[config.mk]
export PLATFORM = sky130hd
export DESIGN_NAME = pulse_sweep_ctrl
export DESIGN_NICKNAME = d
export VERILOG_FILES = /design/src/rtl/pulse_sweep_ctrl.sv
export SDC_FILE = /design/constraint.sdc
export NUM_CORES = 1
export LEC_CHECK = 0
export CORE_MARGIN = 2
export CORE_UTILIZATION = 55
export CTS_CLUSTER_SIZE = 25
export DETAILED_ROUTE_END_ITERATION = 16
export PLACE_DENSITY = 0.7
export SLEW_MARGIN = 30
export SYNTH_ARGS = -nofsm -noshare
export SYNTH_HDL_FRONTEND = slang
export SYNTH_SLANG_ARGS = --single-unit
[constraint.sdc]
create_clock -name clk -period 18.2 [get_ports clk]
set_clock_uncertainty 0.2 [all_clocks]
set_input_delay 5.46 -clock clk [delete_from_list [all_inputs] [get_ports clk]]
set_output_delay 5.46 -clock clk [all_outputs]
set_load 0.05 [all_outputs]
[src/rtl/pulse_sweep_ctrl.sv]
// Frequency-sweep scheduler: steps ctrl from f_start to f_stop, holding each value for max(dwell,1) cycles.
// ctrl/duty/done are registered (one-cycle latency from start/abort/config write); no backpressure, start ignored while busy.
module pulse_sweep_ctrl #(
   parameter int CW  = 32,
   parameter int DWW = 24
) (
   input  logic          clk,
   input  logic          rst,
   input  logic          cfg_we,
   input  logic [2:0]    cfg_addr,
   input  logic [CW-1:0] cfg_data,
   input  logic          start,
   input  logic          abort,
   output logic [CW-1:0] ctrl,
   output logic [CW-1:0] duty,
   output logic          busy,
   output logic          done
);

   localparam logic [0:0]    S_IDLE   = 1'b0;
   localparam logic [0:0]    S_RUN    = 1'b1;
   localparam logic [CW-1:0] DUTY_RST = {1'b1, {(CW-1){1'b0}}};

   logic [CW-1:0]  fstart_q, fstop_q, fstep_q, duty_q;
   logic [DWW-1:0] dwell_q;
   logic [1:0]     mode_q;

   logic [CW-1:0]  sh_start_q, sh_stop_q, sh_step_q;
   logic [DWW-1:0] sh_dwell_q;
   logic           sh_loop_q, sh_bidir_q;

   logic [0:0]     state_q, state_d;
   logic [CW-1:0]  ctrl_q, ctrl_d;
   logic [CW-1:0]  target_q, target_d;
   logic [DWW-1:0] cnt_q, cnt_d;
   logic           up_q, up_d;
   logic           ret_q, ret_d;
   logic           done_q, done_d;
   logic           accept;
   logic [CW-1:0]  swap_tgt;

   // Counter preload so that a dwell of 0 behaves like a dwell of 1.
   function automatic logic [DWW-1:0] dwell_load(input logic [DWW-1:0] d);
      dwell_load = (d == '0) ? '0 : d - DWW'(1);
   endfunction

   // One step toward tgt, clamped on overshoot, carry or borrow.
   function automatic logic [CW-1:0] step_to(input logic [CW-1:0] cur,
                                              input logic [CW-1:0] stp,
                                              input logic [CW-1:0] tgt,
                                              input logic          up);
      logic [CW:0] nxt;
      step_to = tgt;
      if (up) begin
         nxt = {1'b0, cur} + {1'b0, stp};
         if (!nxt[CW] && nxt[CW-1:0] <= tgt && stp != '0) step_to = nxt[CW-1:0];
      end else begin
         nxt = {1'b0, cur} - {1'b0, stp};
         if (!nxt[CW] && nxt[CW-1:0] >= tgt && stp != '0) step_to = nxt[CW-1:0];
      end
   endfunction

   assign accept   = (state_q == S_IDLE) && start && !abort;
   assign swap_tgt = ret_q ? sh_stop_q : sh_start_q;

   always_ff @(posedge clk or posedge rst) begin
      if (rst) begin
         fstart_q <= '0;
         fstop_q  <= '0;
         fstep_q  <= '0;
         dwell_q  <= '0;
         duty_q   <= DUTY_RST;
         mode_q   <= '0;
      end else if (cfg_we) begin
         case (cfg_addr)
            3'd0:    fstart_q <= cfg_data;
            3'd1:    fstop_q  <= cfg_data;
            3'd2:    fstep_q  <= cfg_data;
            3'd3:    dwell_q  <= cfg_data[DWW-1:0];
            3'd4:    duty_q   <= cfg_data;
            3'd5:    mode_q   <= cfg_data[1:0];
            default: ;
         endcase
      end
   end

   always_ff @(posedge clk or posedge rst) begin
      if (rst) begin
         sh_start_q <= '0;
         sh_stop_q  <= '0;
         sh_step_q  <= '0;
         sh_dwell_q <= '0;
         sh_loop_q  <= 1'b0;
         sh_bidir_q <= 1'b0;
      end else if (accept) begin
         sh_start_q <= fstart_q;
         sh_stop_q  <= fstop_q;
         sh_step_q  <= fstep_q;
         sh_dwell_q <= dwell_q;
         sh_loop_q  <= mode_q[0];
         sh_bidir_q <= mode_q[1];
      end
   end

   always_comb begin
      state_d  = state_q;
      ctrl_d   = ctrl_q;
      target_d = target_q;
      cnt_d    = cnt_q;
      up_d     = up_q;
      ret_d    = ret_q;
      done_d   = 1'b0;
      case (state_q)
         S_IDLE: begin
            if (abort) begin
               ctrl_d = '0;
            end else if (start) begin
               state_d  = S_RUN;
               ctrl_d   = fstart_q;
               target_d = fstop_q;
               up_d     = (fstop_q >= fstart_q);
               cnt_d    = dwell_load(dwell_q);
               ret_d    = 1'b0;
            end
         end
         default: begin
            if (abort) begin
               state_d = S_IDLE;
               ctrl_d  = '0;
            end else if (cnt_q != '0) begin
               cnt_d = cnt_q - DWW'(1);
            end else begin
               cnt_d = dwell_load(sh_dwell_q);
               if (ctrl_q != target_q) begin
                  ctrl_d = step_to(ctrl_q, sh_step_q, target_q, up_q);
               end else if (sh_bidir_q && (sh_loop_q || !ret_q)) begin
                  // Ping-pong turnaround: the first step of the new segment happens on this edge.
                  target_d = swap_tgt;
                  up_d     = !up_q;
                  ret_d    = !ret_q;
                  ctrl_d   = step_to(ctrl_q, sh_step_q, swap_tgt, !up_q);
               end else if (!sh_bidir_q && sh_loop_q) begin
                  ctrl_d = sh_start_q;
               end else begin
                  state_d = S_IDLE;
                  done_d  = 1'b1;
               end
            end
         end
      endcase
   end

   always_ff @(posedge clk or posedge rst) begin
      if (rst) begin
         state_q  <= S_IDLE;
         ctrl_q   <= '0;
         target_q <= '0;
         cnt_q    <= '0;
         up_q     <= 1'b1;
         ret_q    <= 1'b0;
         done_q   <= 1'b0;
      end else begin
         state_q  <= state_d;
         ctrl_q   <= ctrl_d;
         target_q <= target_d;
         cnt_q    <= cnt_d;
         up_q     <= up_d;
         ret_q    <= ret_d;
         done_q   <= done_d;
      end
   end

   assign ctrl = ctrl_q;
   assign duty = duty_q;
   assign busy = (state_q == S_RUN);
   assign done = done_q;

endmodule

==> report_table.html, run 1 <==
<table>
<tr><th>Metric</th><th>Value</th></tr>
<tr><th colspan="2">Detailed routing</th></tr>
<tr><td>DRC violations left</td><td>0</td></tr>
<tr><td>Via count</td><td>22600</td></tr>
<tr><td>Routed wire per std cell</td><td>25.5 um</td></tr>
<tr><td>Via-to-Cell Ratio</td><td>6.50</td></tr>
<tr><td>DRT Pass-1 Iters</td><td>6</td></tr>
<tr><td>Post-Route WL</td><td>88600 um</td></tr>
<tr><td>Post-DRT Antenna Nets</td><td>0</td></tr>
<tr><td>Violation count after the first detailed-routing iteration</td><td>2275</td></tr>
<tr><th colspan="2">Global route</th></tr>
<tr><td>Met3 routing resource usage after global routing</td><td>7.89%</td></tr>
<tr><td>Via count of the first global-routing pass</td><td>22100</td></tr>
<tr><td>Final global-route overflow total</td><td>0</td></tr>
<tr><td>Global-route wire length before repair</td><td>135000 um</td></tr>
<tr><td>Met2 capacity usage during global routing</td><td>53.7%</td></tr>
<tr><td>Layer with the highest usage after global routing</td><td>met2</td></tr>
<tr><td>Total global-route track usage</td><td>35.5%</td></tr>
<tr><td>Pin count of the biggest net entering global routing</td><td>176</td></tr>
<tr><td>Global routing met1 resource utilization</td><td>49.7%</td></tr>
<tr><td>Number of antenna violations at the first check in global routing</td><td>1</td></tr>
<tr><th colspan="2">CTS</th></tr>
<tr><td>Number of H-tree branching levels</td><td>2</td></tr>
<tr><td>Worst skew pair latency</td><td>590 ps</td></tr>
<tr><td>Sinks on the clock net</td><td>368</td></tr>
<tr><td>Setup Buffers After CTS</td><td>0</td></tr>
<tr><td>Clock tree from TritonCTS</td><td>built</td></tr>
<tr><td>Clock tree root buffer cell</td><td>clkbuf_16</td></tr>
<tr><td>Worst-path clk slew</td><td>60 ps</td></tr>
<tr><td>Clock Path Buffers</td><td>3</td></tr>
<tr><td>Cts hold-fix bufs</td><td>0</td></tr>
<tr><td>Number of buffers added by the clock tree synthesis step</td><td>41</td></tr>
<tr><td>Number of resized instances in the post-cts repair step</td><td>0</td></tr>
<tr><th colspan="2">Worst setup path</th></tr>
<tr><td>Origin of the worst setup path</td><td>busy</td></tr>
<tr><td>Crit start category</td><td>register</td></tr>
<tr><td>Data required time at the worst endpoint</td><td>12540 ps</td></tr>
<tr><td>Critical Path Slowest Stage Cell</td><td>clkdlybuf4s50_1</td></tr>
<tr><td>Critical path capture point</td><td>busy</td></tr>
<tr><td>R2R cell count</td><td>21</td></tr>
<tr><td>Data arrival at the endpoint of the critical path</td><td>2250 ps</td></tr>
<tr><td>Sequence of cells on the critical path</td><td>clkdlybuf4s50_1</td></tr>
<tr><td>Cell class contributing the biggest share of worst-path delay</td><td>buffers and inverters</td></tr>
<tr><td>Number of cells on the critical path</td><td>1</td></tr>
<tr><td>FF-to-FF setup slack</td><td>10400 ps</td></tr>
<tr><td>Buffers plus inverters on the worst setup path</td><td>1</td></tr>
<tr><td>Kind of end point of the critical path</td><td>primary output</td></tr>
<tr><td>Largest fanout on the critical path</td><td>43</td></tr>
<tr><td>Crit Path Class</td><td>reg -&gt; out</td></tr>
<tr><td>Stage delay of the slowest cell on the critical path</td><td>910 ps</td></tr>
<tr><td>Start of the worst register-to-register path</td><td>ctrl[5]</td></tr>
<tr><td>Endpoint of the lowest-slack register-to-register path</td><td>ctrl[0]</td></tr>
<tr><th colspan="2">Floorplanning</th></tr>
<tr><td>Die ar.</td><td>49700 um2</td></tr>
<tr><td>Number of placement rows</td><td>80</td></tr>
<tr><td>DIE WIDTH</td><td>223 um</td></tr>
<tr><td>Vertical extent of the die</td><td>223 um</td></tr>
<tr><td>Effective utilization at floorplan</td><td>55.4%</td></tr>
<tr><td>Number of top-level design ports</td><td>106</td></tr>
<tr><td>Core outline area</td><td>47500 um2</td></tr>
<tr><th colspan="2">Job</th></tr>
<tr><td>Maximum Capacitance Violations</td><td>0</td></tr>
<tr><th colspan="2">Final layout</th></tr>
<tr><td>Fill cell instance count of the final layout</td><td>4009</td></tr>
<tr><td>Area growth, synth to finish</td><td>11.0%</td></tr>
<tr><td>Final layout net count</td><td>3096</td></tr>
<tr><td>Fraction of final layout cells sized beyond drive strength 1</td><td>13.6%</td></tr>
<tr><th colspan="2">STA</th></tr>
<tr><td>Final Hold Slack</td><td>305 ps</td></tr>
<tr><td>Fmax achieved</td><td>0.127 GHz</td></tr>
<tr><td>Max_slew headroom</td><td>27.6%</td></tr>
<tr><td>Shortest period the worst path allows</td><td>7910 ps</td></tr>
<tr><td>Post-Route Setup TNS</td><td>0 ps</td></tr>
<tr><td>Final Hold Fails</td><td>0</td></tr>
<tr><td>Count of final setup violators</td><td>0</td></tr>
<tr><td>Final Max Slew Viols</td><td>0</td></tr>
<tr><td>Final period utilization</td><td>43.4%</td></tr>
<tr><td>Worst slew pin tran</td><td>1080 ps</td></tr>
<tr><td>Setup repair after global routing missed its margin</td><td>no</td></tr>
<tr><th colspan="2">Yosys</th></tr>
<tr><td>Syn Inst Count</td><td>2794</td></tr>
<tr><td>Proportion of synthesized flip-flops having asynchronous set or reset</td><td>100%</td></tr>
<tr><td>Leading cell type by number of instances after synthesis</td><td>dfrtp_1</td></tr>
<tr><td>Most common library cells after synthesis</td><td>dfrtp_1, nand2_1, mux2_2</td></tr>
<tr><td>Most area-consuming cells after synthesis</td><td>dfrtp_1, ha_1, mux2_2</td></tr>
<tr><td>Top cell type's share of synthesized area</td><td>34.8%</td></tr>
<tr><td>Flop and latch count out of synthesis</td><td>368</td></tr>
<tr><td>Number of enable-type register cells in the synthesized netlist</td><td>0</td></tr>
<tr><td>Part of the Yosys area used for sequential elements</td><td>35.0%</td></tr>
<tr><td>Net Count, Synth</td><td>3064</td></tr>
<tr><td>Number of synthesis warnings</td><td>0</td></tr>
<tr><td>Mean cell area of the mapped netlist</td><td>9.43 um2</td></tr>
<tr><td>Synth unique cells</td><td>98</td></tr>
<tr><td>Total standard cell area after synthesis</td><td>26400 um2</td></tr>
<tr><td>Prevailing post-synth register cell</td><td>dfrtp_1</td></tr>
<tr><td>Post-synthesis cell type with the largest combined area</td><td>dfrtp_1</td></tr>
<tr><th colspan="2">Place</th></tr>
<tr><td>HPWL Detailed</td><td>67300 um</td></tr>
<tr><td>Buffers added on ports</td><td>105</td></tr>
<tr><td>Routability cong.</td><td>0.968</td></tr>
<tr><th colspan="2">Pwr</th></tr>
<tr><td>Static power due to leakage</td><td>12.6 nW</td></tr>
<tr><td>Pwr Density</td><td>172 nW/um2</td></tr>
<tr><td>Peak ir drop on the vdd network</td><td>0.102 mV</td></tr>
<tr><th colspan="2">Run status</th></tr>
<tr><td>Run status</td><td>finished, final reports clean</td></tr>
<tr><th colspan="2">Hold path</th></tr>
<tr><td>Path class of the lowest-slack min-delay path</td><td>reg -&gt; reg</td></tr>
</table>
[registers in the layout, summed over array words and instances (netlist names), 32 cells and up]
| name | cells |
|---|---|
| sh_stop_q | 32 |
| ctrl | 32 |
| duty | 32 |
| sh_step_q | 32 |
| fstart_q | 32 |
| fstop_q | 32 |
| sh_start_q | 32 |
| fstep_q | 32 |
| target_q | 32 |
[logic make-up (layout without fill, tap and decap cells)]
logic type / after synthesis / after routing / share of synthesized area, %
simple gates: 683 / 683 / 13.0
fa+ha+maj: 230 / 230 / 11.0
xor+xnor: 143 / 143 / 4.75
compound gates: 759 / 759 / 18.7
buf+inv: 308 / 373 / 4.97
mux: 303 / 303 / 12.6
flops: 368 / 368 / 35.0
other cells: 0 / 1 / 0
[layout make-up]
class / instances / area (um2) / area share, %
antenna: 1 / 2.50 / 0.00855
inverter: 162 / 618 / 2.11
timing repair buffer: 135 / 1320 / 4.51
tap: 615 / 769 / 2.63
multi-input combinational: 2118 / 15900 / 54.4
sequential: 368 / 9220 / 31.5
clock inverter: 18 / 213 / 0.727
clock buffer: 58 / 1210 / 4.14
[stage by stage]
| stage | instances | power [W] | cell area (um2) | setup WS, ps | util, % |
|---|---|---|---|---|---|
| after detailed placement | 3396 | 0.00407 | 27800 | 9680 | 58.4 |
| after floorplan | 2794 | 0.00319 | 26400 | 2330 | - |
| after global routing | 3474 | 0.00533 | 29300 | 10200 | 61.5 |
| after CTS | 3472 | 0.00495 | 29200 | 10270 | 61.4 |
| final | 3475 | 0.00503 | 29300 | 10290 | 61.5 |
| after global placement | 3395 | 0.00400 | 27800 | 9710 | 58.4 |
[cells in the final DEF (no fill, tap or decap), types with 47 or more instances in the layout]
master           instances
ha_1                   228
o211ai_1                81
dfrtp_1                365
a21oi_1                169
mux2_2                 229
xnor2_1                108
clkdlybuf4s50_1        105
o21ai_0                222
nor2_1                 122
nand2_1                241
inv_1                  159
nor3_1                  54
nand3_1                 47
mux2i_1                 74
[where the power goes]
part	total (W)	switching, W	internal (W)
registers	0.00130	0.000266	0.00103
logic	0.00287	0.00182	0.00105
clock network	0.000863	0.000364	0.000499
[layer usage]
layer	vias to the layer above	share of wire [%]
li1	10300	-
met1	11100	44
met2	1008	43
met3	169	8.7
met4	4	4.3
met5	-	0.028
[worst min path at each step]
stage | startpoint | to | depth (start not counted)
after floorplan | fstep_q[10] | sh_step_q[10] | 2
after global placement | sh_stop_q[15] | sh_stop_q[15] | 1
after detailed placement | sh_stop_q[13] | sh_stop_q[13] | 1
after CTS | sh_stop_q[6] | sh_stop_q[6] | 1
after global routing | duty[23] | duty[23] | 1
final | sh_stop_q[20] | sh_stop_q[20] | 1
(Power assumes the default switching activity.)
==> run 2: changes to the inputs <==
- clock period: 18.2 -> 7.8 ns (I/O delays scaled with it)
==> run 2 against run 1 <==
Effect of this change:
- non-clock buffer count up 21
- sequential cell count unchanged
- clock power up 140%
- combinational power up 140%
- final cell count up 0.52%
- routed wire length up 5.5%
- global-route usage up 2.0 points
- sequential power up 130%
- first-iteration DRC count up 12%
- total power up 140%
- register-to-register slack worse by 9600 ps
- largest cell class unchanged
==> report_table.html, run 2 (same netlist as run 1, synthesis figures left out) <==
<table>
<tr><th>Metric</th><th>Value</th></tr>
<tr><th colspan="2">Run status</th></tr>
<tr><td>Run status</td><td>finished, final reports clean (unchanged)</td></tr>
<tr><th colspan="2">CTS</th></tr>
<tr><td>Clock Path Buffers</td><td>3 (unchanged)</td></tr>
<tr><td>Number of resized instances in the post-cts repair step</td><td>0 (unchanged)</td></tr>
<tr><td>Clock tree root buffer cell</td><td>clkbuf_16 (unchanged)</td></tr>
<tr><td>Clock tree from TritonCTS</td><td>built (unchanged)</td></tr>
<tr><td>Sinks on the clock net</td><td>368 (unchanged)</td></tr>
<tr><td>Number of buffers added by the clock tree synthesis step</td><td>41 (unchanged)</td></tr>
<tr><td>Worst-path clk slew</td><td>60 ps (about the same)</td></tr>
<tr><td>Cts hold-fix bufs</td><td>0 (unchanged)</td></tr>
<tr><td>Number of H-tree branching levels</td><td>2 (unchanged)</td></tr>
<tr><td>Setup Buffers After CTS</td><td>0 (unchanged)</td></tr>
<tr><td>Worst skew pair latency</td><td>590 ps (about the same)</td></tr>
<tr><th colspan="2">Floorplanning</th></tr>
<tr><td>Number of top-level design ports</td><td>106 (unchanged)</td></tr>
<tr><td>Number of placement rows</td><td>80 (unchanged)</td></tr>
<tr><td>Core outline area</td><td>47500 um2 (unchanged)</td></tr>
<tr><td>Die ar.</td><td>49700 um2 (unchanged)</td></tr>
<tr><td>Effective utilization at floorplan</td><td>55.4% (unchanged)</td></tr>
<tr><td>Vertical extent of the die</td><td>223 um (unchanged)</td></tr>
<tr><td>DIE WIDTH</td><td>223 um (unchanged)</td></tr>
<tr><th colspan="2">Final layout</th></tr>
<tr><td>Final layout net count</td><td>3117 (was 3096)</td></tr>
<tr><td>Most frequent standard cell in the layout excluding fill and tap cells</td><td>dfrtp_1 (unchanged)</td></tr>
<tr><td>Number of standard cells in the final layout excluding fillers</td><td>3493 (was 3475)</td></tr>
<tr><td>Area growth, synth to finish</td><td>11.5% (was 11.0%)</td></tr>
<tr><td>Antenna cell count</td><td>0 (was 1)</td></tr>
<tr><td>Most used cells in the layout excluding fill and tap cells</td><td>dfrtp_1, nand2_1, mux2_2 (unchanged)</td></tr>
<tr><td>Fraction of final layout cells sized beyond drive strength 1</td><td>14.1% (was 13.6%)</td></tr>
<tr><th colspan="2">Worst setup path</th></tr>
<tr><td>Start of the worst register-to-register path</td><td>ctrl[5] (unchanged)</td></tr>
<tr><td>Origin of the worst setup path</td><td>ctrl[5] (was busy)</td></tr>
<tr><td>Data arrival at the endpoint of the critical path</td><td>7250 ps (was 2250 ps)</td></tr>
<tr><td>Cell class contributing the biggest share of worst-path delay</td><td>compound AO/OA/AOI/OAI gates (was buffers and inverters)</td></tr>
<tr><td>R2R cell count</td><td>21 (unchanged)</td></tr>
<tr><td>Critical Path Slowest Stage Cell</td><td>xnor2_1 (was clkdlybuf4s50_1)</td></tr>
<tr><td>FF-to-FF setup slack</td><td>800 ps (was 10400 ps)</td></tr>
<tr><td>Number of cells on the critical path</td><td>21 (was 1)</td></tr>
<tr><td>Largest fanout on the critical path</td><td>14 (was 43)</td></tr>
<tr><td>Buffers plus inverters on the worst setup path</td><td>1 (unchanged)</td></tr>
<tr><td>Kind of end point of the critical path</td><td>register (was primary output)</td></tr>
<tr><td>Crit Path Class</td><td>reg -&gt; reg (was reg -&gt; out)</td></tr>
<tr><td>Stage delay of the slowest cell on the critical path</td><td>500 ps (was 910 ps)</td></tr>
<tr><td>Data required time at the worst endpoint</td><td>8050 ps (was 12540 ps)</td></tr>
<tr><td>Sequence of cells on the critical path</td><td>ha_1 &gt; nor3b_1 &gt; or4_1 &gt; a31oi_1 &gt; o211ai_1 &gt; o211a_1 &gt; nor3_2 &gt; nor3_1 &gt; xnor2_1 &gt; inv_1 &gt; ha_1 &gt; a21oi_1 &gt; nor2_1 &gt; a211o_1 &gt; a221o_1 &gt; a221oi_1 &gt; a31o_2 &gt; nand2_1 &gt; a221o_1 &gt; a31oi_1 &gt; a221oi_2 (was clkdlybuf4s50_1)</td></tr>
<tr><td>Crit start category</td><td>register (unchanged)</td></tr>
<tr><td>Endpoint of the lowest-slack register-to-register path</td><td>ctrl[26] (was ctrl[0])</td></tr>
<tr><th colspan="2">Detailed routing</th></tr>
<tr><td>Post-DRT Antenna Nets</td><td>0 (unchanged)</td></tr>
<tr><td>Post-Route WL</td><td>93400 um (was 88600 um)</td></tr>
<tr><td>Routed wire per std cell</td><td>26.8 um (was 25.5 um)</td></tr>
<tr><td>DRC violations left</td><td>0 (unchanged)</td></tr>
<tr><td>DRT Pass-1 Iters</td><td>6 (unchanged)</td></tr>
<tr><td>Violation count after the first detailed-routing iteration</td><td>2548 (was 2275)</td></tr>
<tr><td>Via-to-Cell Ratio</td><td>6.65 (was 6.50)</td></tr>
<tr><td>Via count</td><td>23200 (was 22600)</td></tr>
<tr><th colspan="2">Hold path</th></tr>
<tr><td>Hold-critical path endpoint</td><td>sh_stop_q[12] (was sh_stop_q[20])</td></tr>
<tr><td>Path class of the lowest-slack min-delay path</td><td>reg -&gt; reg (unchanged)</td></tr>
<tr><td>Cell depth of the worst min-delay path</td><td>1 (unchanged)</td></tr>
<tr><td>Origin of the worst min-delay path</td><td>sh_stop_q[12] (was sh_stop_q[20])</td></tr>
<tr><th colspan="2">Global route</th></tr>
<tr><td>Pin count of the biggest net entering global routing</td><td>176 (unchanged)</td></tr>
<tr><td>Global-route wire length before repair</td><td>141000 um (was 135000 um)</td></tr>
<tr><td>Final global-route overflow total</td><td>0 (unchanged)</td></tr>
<tr><td>Number of antenna violations at the first check in global routing</td><td>4 (was 1)</td></tr>
<tr><td>Via count of the first global-routing pass</td><td>22400 (was 22100)</td></tr>
<tr><td>Total global-route track usage</td><td>37.6% (was 35.5%)</td></tr>
<tr><th colspan="2">STA</th></tr>
<tr><td>Count of final setup violators</td><td>0 (unchanged)</td></tr>
<tr><td>Setup repair after global routing missed its margin</td><td>no (unchanged)</td></tr>
<tr><td>Post-Route Setup TNS</td><td>0 ps (unchanged)</td></tr>
<tr><td>Final period utilization</td><td>89.7%</td></tr>
<tr><td>Final Max Slew Viols</td><td>0 (unchanged)</td></tr>
<tr><td>Shortest period the worst path allows</td><td>7000 ps</td></tr>
<tr><td>Worst slew pin tran</td><td>1060 ps (was 1080 ps)</td></tr>
<tr><td>Final Hold Fails</td><td>0 (unchanged)</td></tr>
<tr><td>Fmax achieved</td><td>0.143 GHz</td></tr>
<tr><td>Max_slew headroom</td><td>28.1% (was 27.6%)</td></tr>
<tr><th colspan="2">Pwr</th></tr>
<tr><td>Peak ir drop on the vdd network</td><td>0.280 mV (was 0.102 mV)</td></tr>
<tr><td>Psw</td><td>0.00577 W (was 0.00245 W)</td></tr>
<tr><td>Pwr Density</td><td>406 nW/um2 (was 172 nW/um2)</td></tr>
<tr><td>Part of the power in registers</td><td>24.9% (was 25.8%)</td></tr>
<tr><td>Static power due to leakage</td><td>12.7 nW (was 12.6 nW)</td></tr>
<tr><td>Comb power frac</td><td>58.0% (was 57.1%)</td></tr>
<tr><td>Sw frac</td><td>48.4% (was 48.7%)</td></tr>
<tr><td>Share of power burned in the clock network</td><td>17.2% (about the same)</td></tr>
<tr><td>Internal portion of total power</td><td>0.00615 W (was 0.00258 W)</td></tr>
<tr><th colspan="2">Place</th></tr>
<tr><td>Buffers added on ports</td><td>105 (unchanged)</td></tr>
<tr><td>HPWL Detailed</td><td>70800 um (was 67300 um)</td></tr>
<tr><td>Routability cong.</td><td>0.984 (was 0.968)</td></tr>
<tr><td>Dpl cells</td><td>3418 (was 3396)</td></tr>
<tr><th colspan="2">Job</th></tr>
<tr><td>Maximum Capacitance Violations</td><td>0 (unchanged)</td></tr>
</table>
-- run 2: cell types whose count changed in the layout (fill, tap and decap cells not counted), sizes merged --
| cell | delta |
|---|---|
| bufinv | +3 |
| clkbuf | -5 |
| buf | +21 |
| diode | -1 |
| clkinv | -1 |
| inv | +1 |
-- run 2: worst register-to-register path, delay by kind of cell (launching register included) --
family                   cells  cell delay, ps
flip-flops                   1             490
AO/OA/AOI/OAI               11            3150
AND/OR/NAND/NOR              6            1600
buffers and inverters        1             170
XOR/XNOR                     1             500
adder cells (fa/ha/maj)      2             780
-- run 2: how the worst max path moves through the flow --
stage               slack, ps  endpoint
finish                    800  ctrl[26]
global route              470  ctrl[23]
CTS                       900   ctrl[4]
detailed placement        920   ctrl[4]
global placement         1080  ctrl[26]
floorplan                 320      busy
-- run 2: cell type report --
type	instances	area, um2
Fill cell	3990	18200
Multi-Input combinational cell	2118	15900
Sequential cell	368	9220
Timing Repair Buffer	156	1480
Clock buffer	53	1150
Tap cell	615	769
Inverter	162	614
Clock inverter	21	243
-- run 2: per-stage QoR --
step                      hold WS (ps)  area (um2)  power (W)  utilization, %  worst slack [ps]
after floorplan                    246       26400    0.00743               -               323
after global placement             284       27900    0.00953            58.8              1080
after detailed placement           293       28000    0.00962            58.8               916
after CTS                          307       29300     0.0117            61.7               899
after global routing               313       29400     0.0126            61.8               472
final                              302       29400     0.0119            61.8               802
-- run 2: metal layers --
metal | vias up | global-route usage, % | part of all wire [%]
met5 | - | 0 | 0
met4 | 0 | 12.0 | 3.7
met3 | 203 | 8.90 | 9.3
met2 | 1152 | 57.0 | 43
met1 | 11600 | 53.1 | 44
li1 | 10300 | - | -
-- run 2: power groups by stage --
stage / Sequential [W] / Clock (W) / Combinational, W
2_1_floorplan: 0.00299 / 0 / 0.00444
3_3_place_gp: 0.00294 / 0 / 0.00659
3_5_place_dp: 0.00297 / 0 / 0.00665
4_1_cts: 0.00294 / 0.00207 / 0.00670
5_1_grt: 0.00302 / 0.00214 / 0.00743
6_report: 0.00297 / 0.00205 / 0.00691
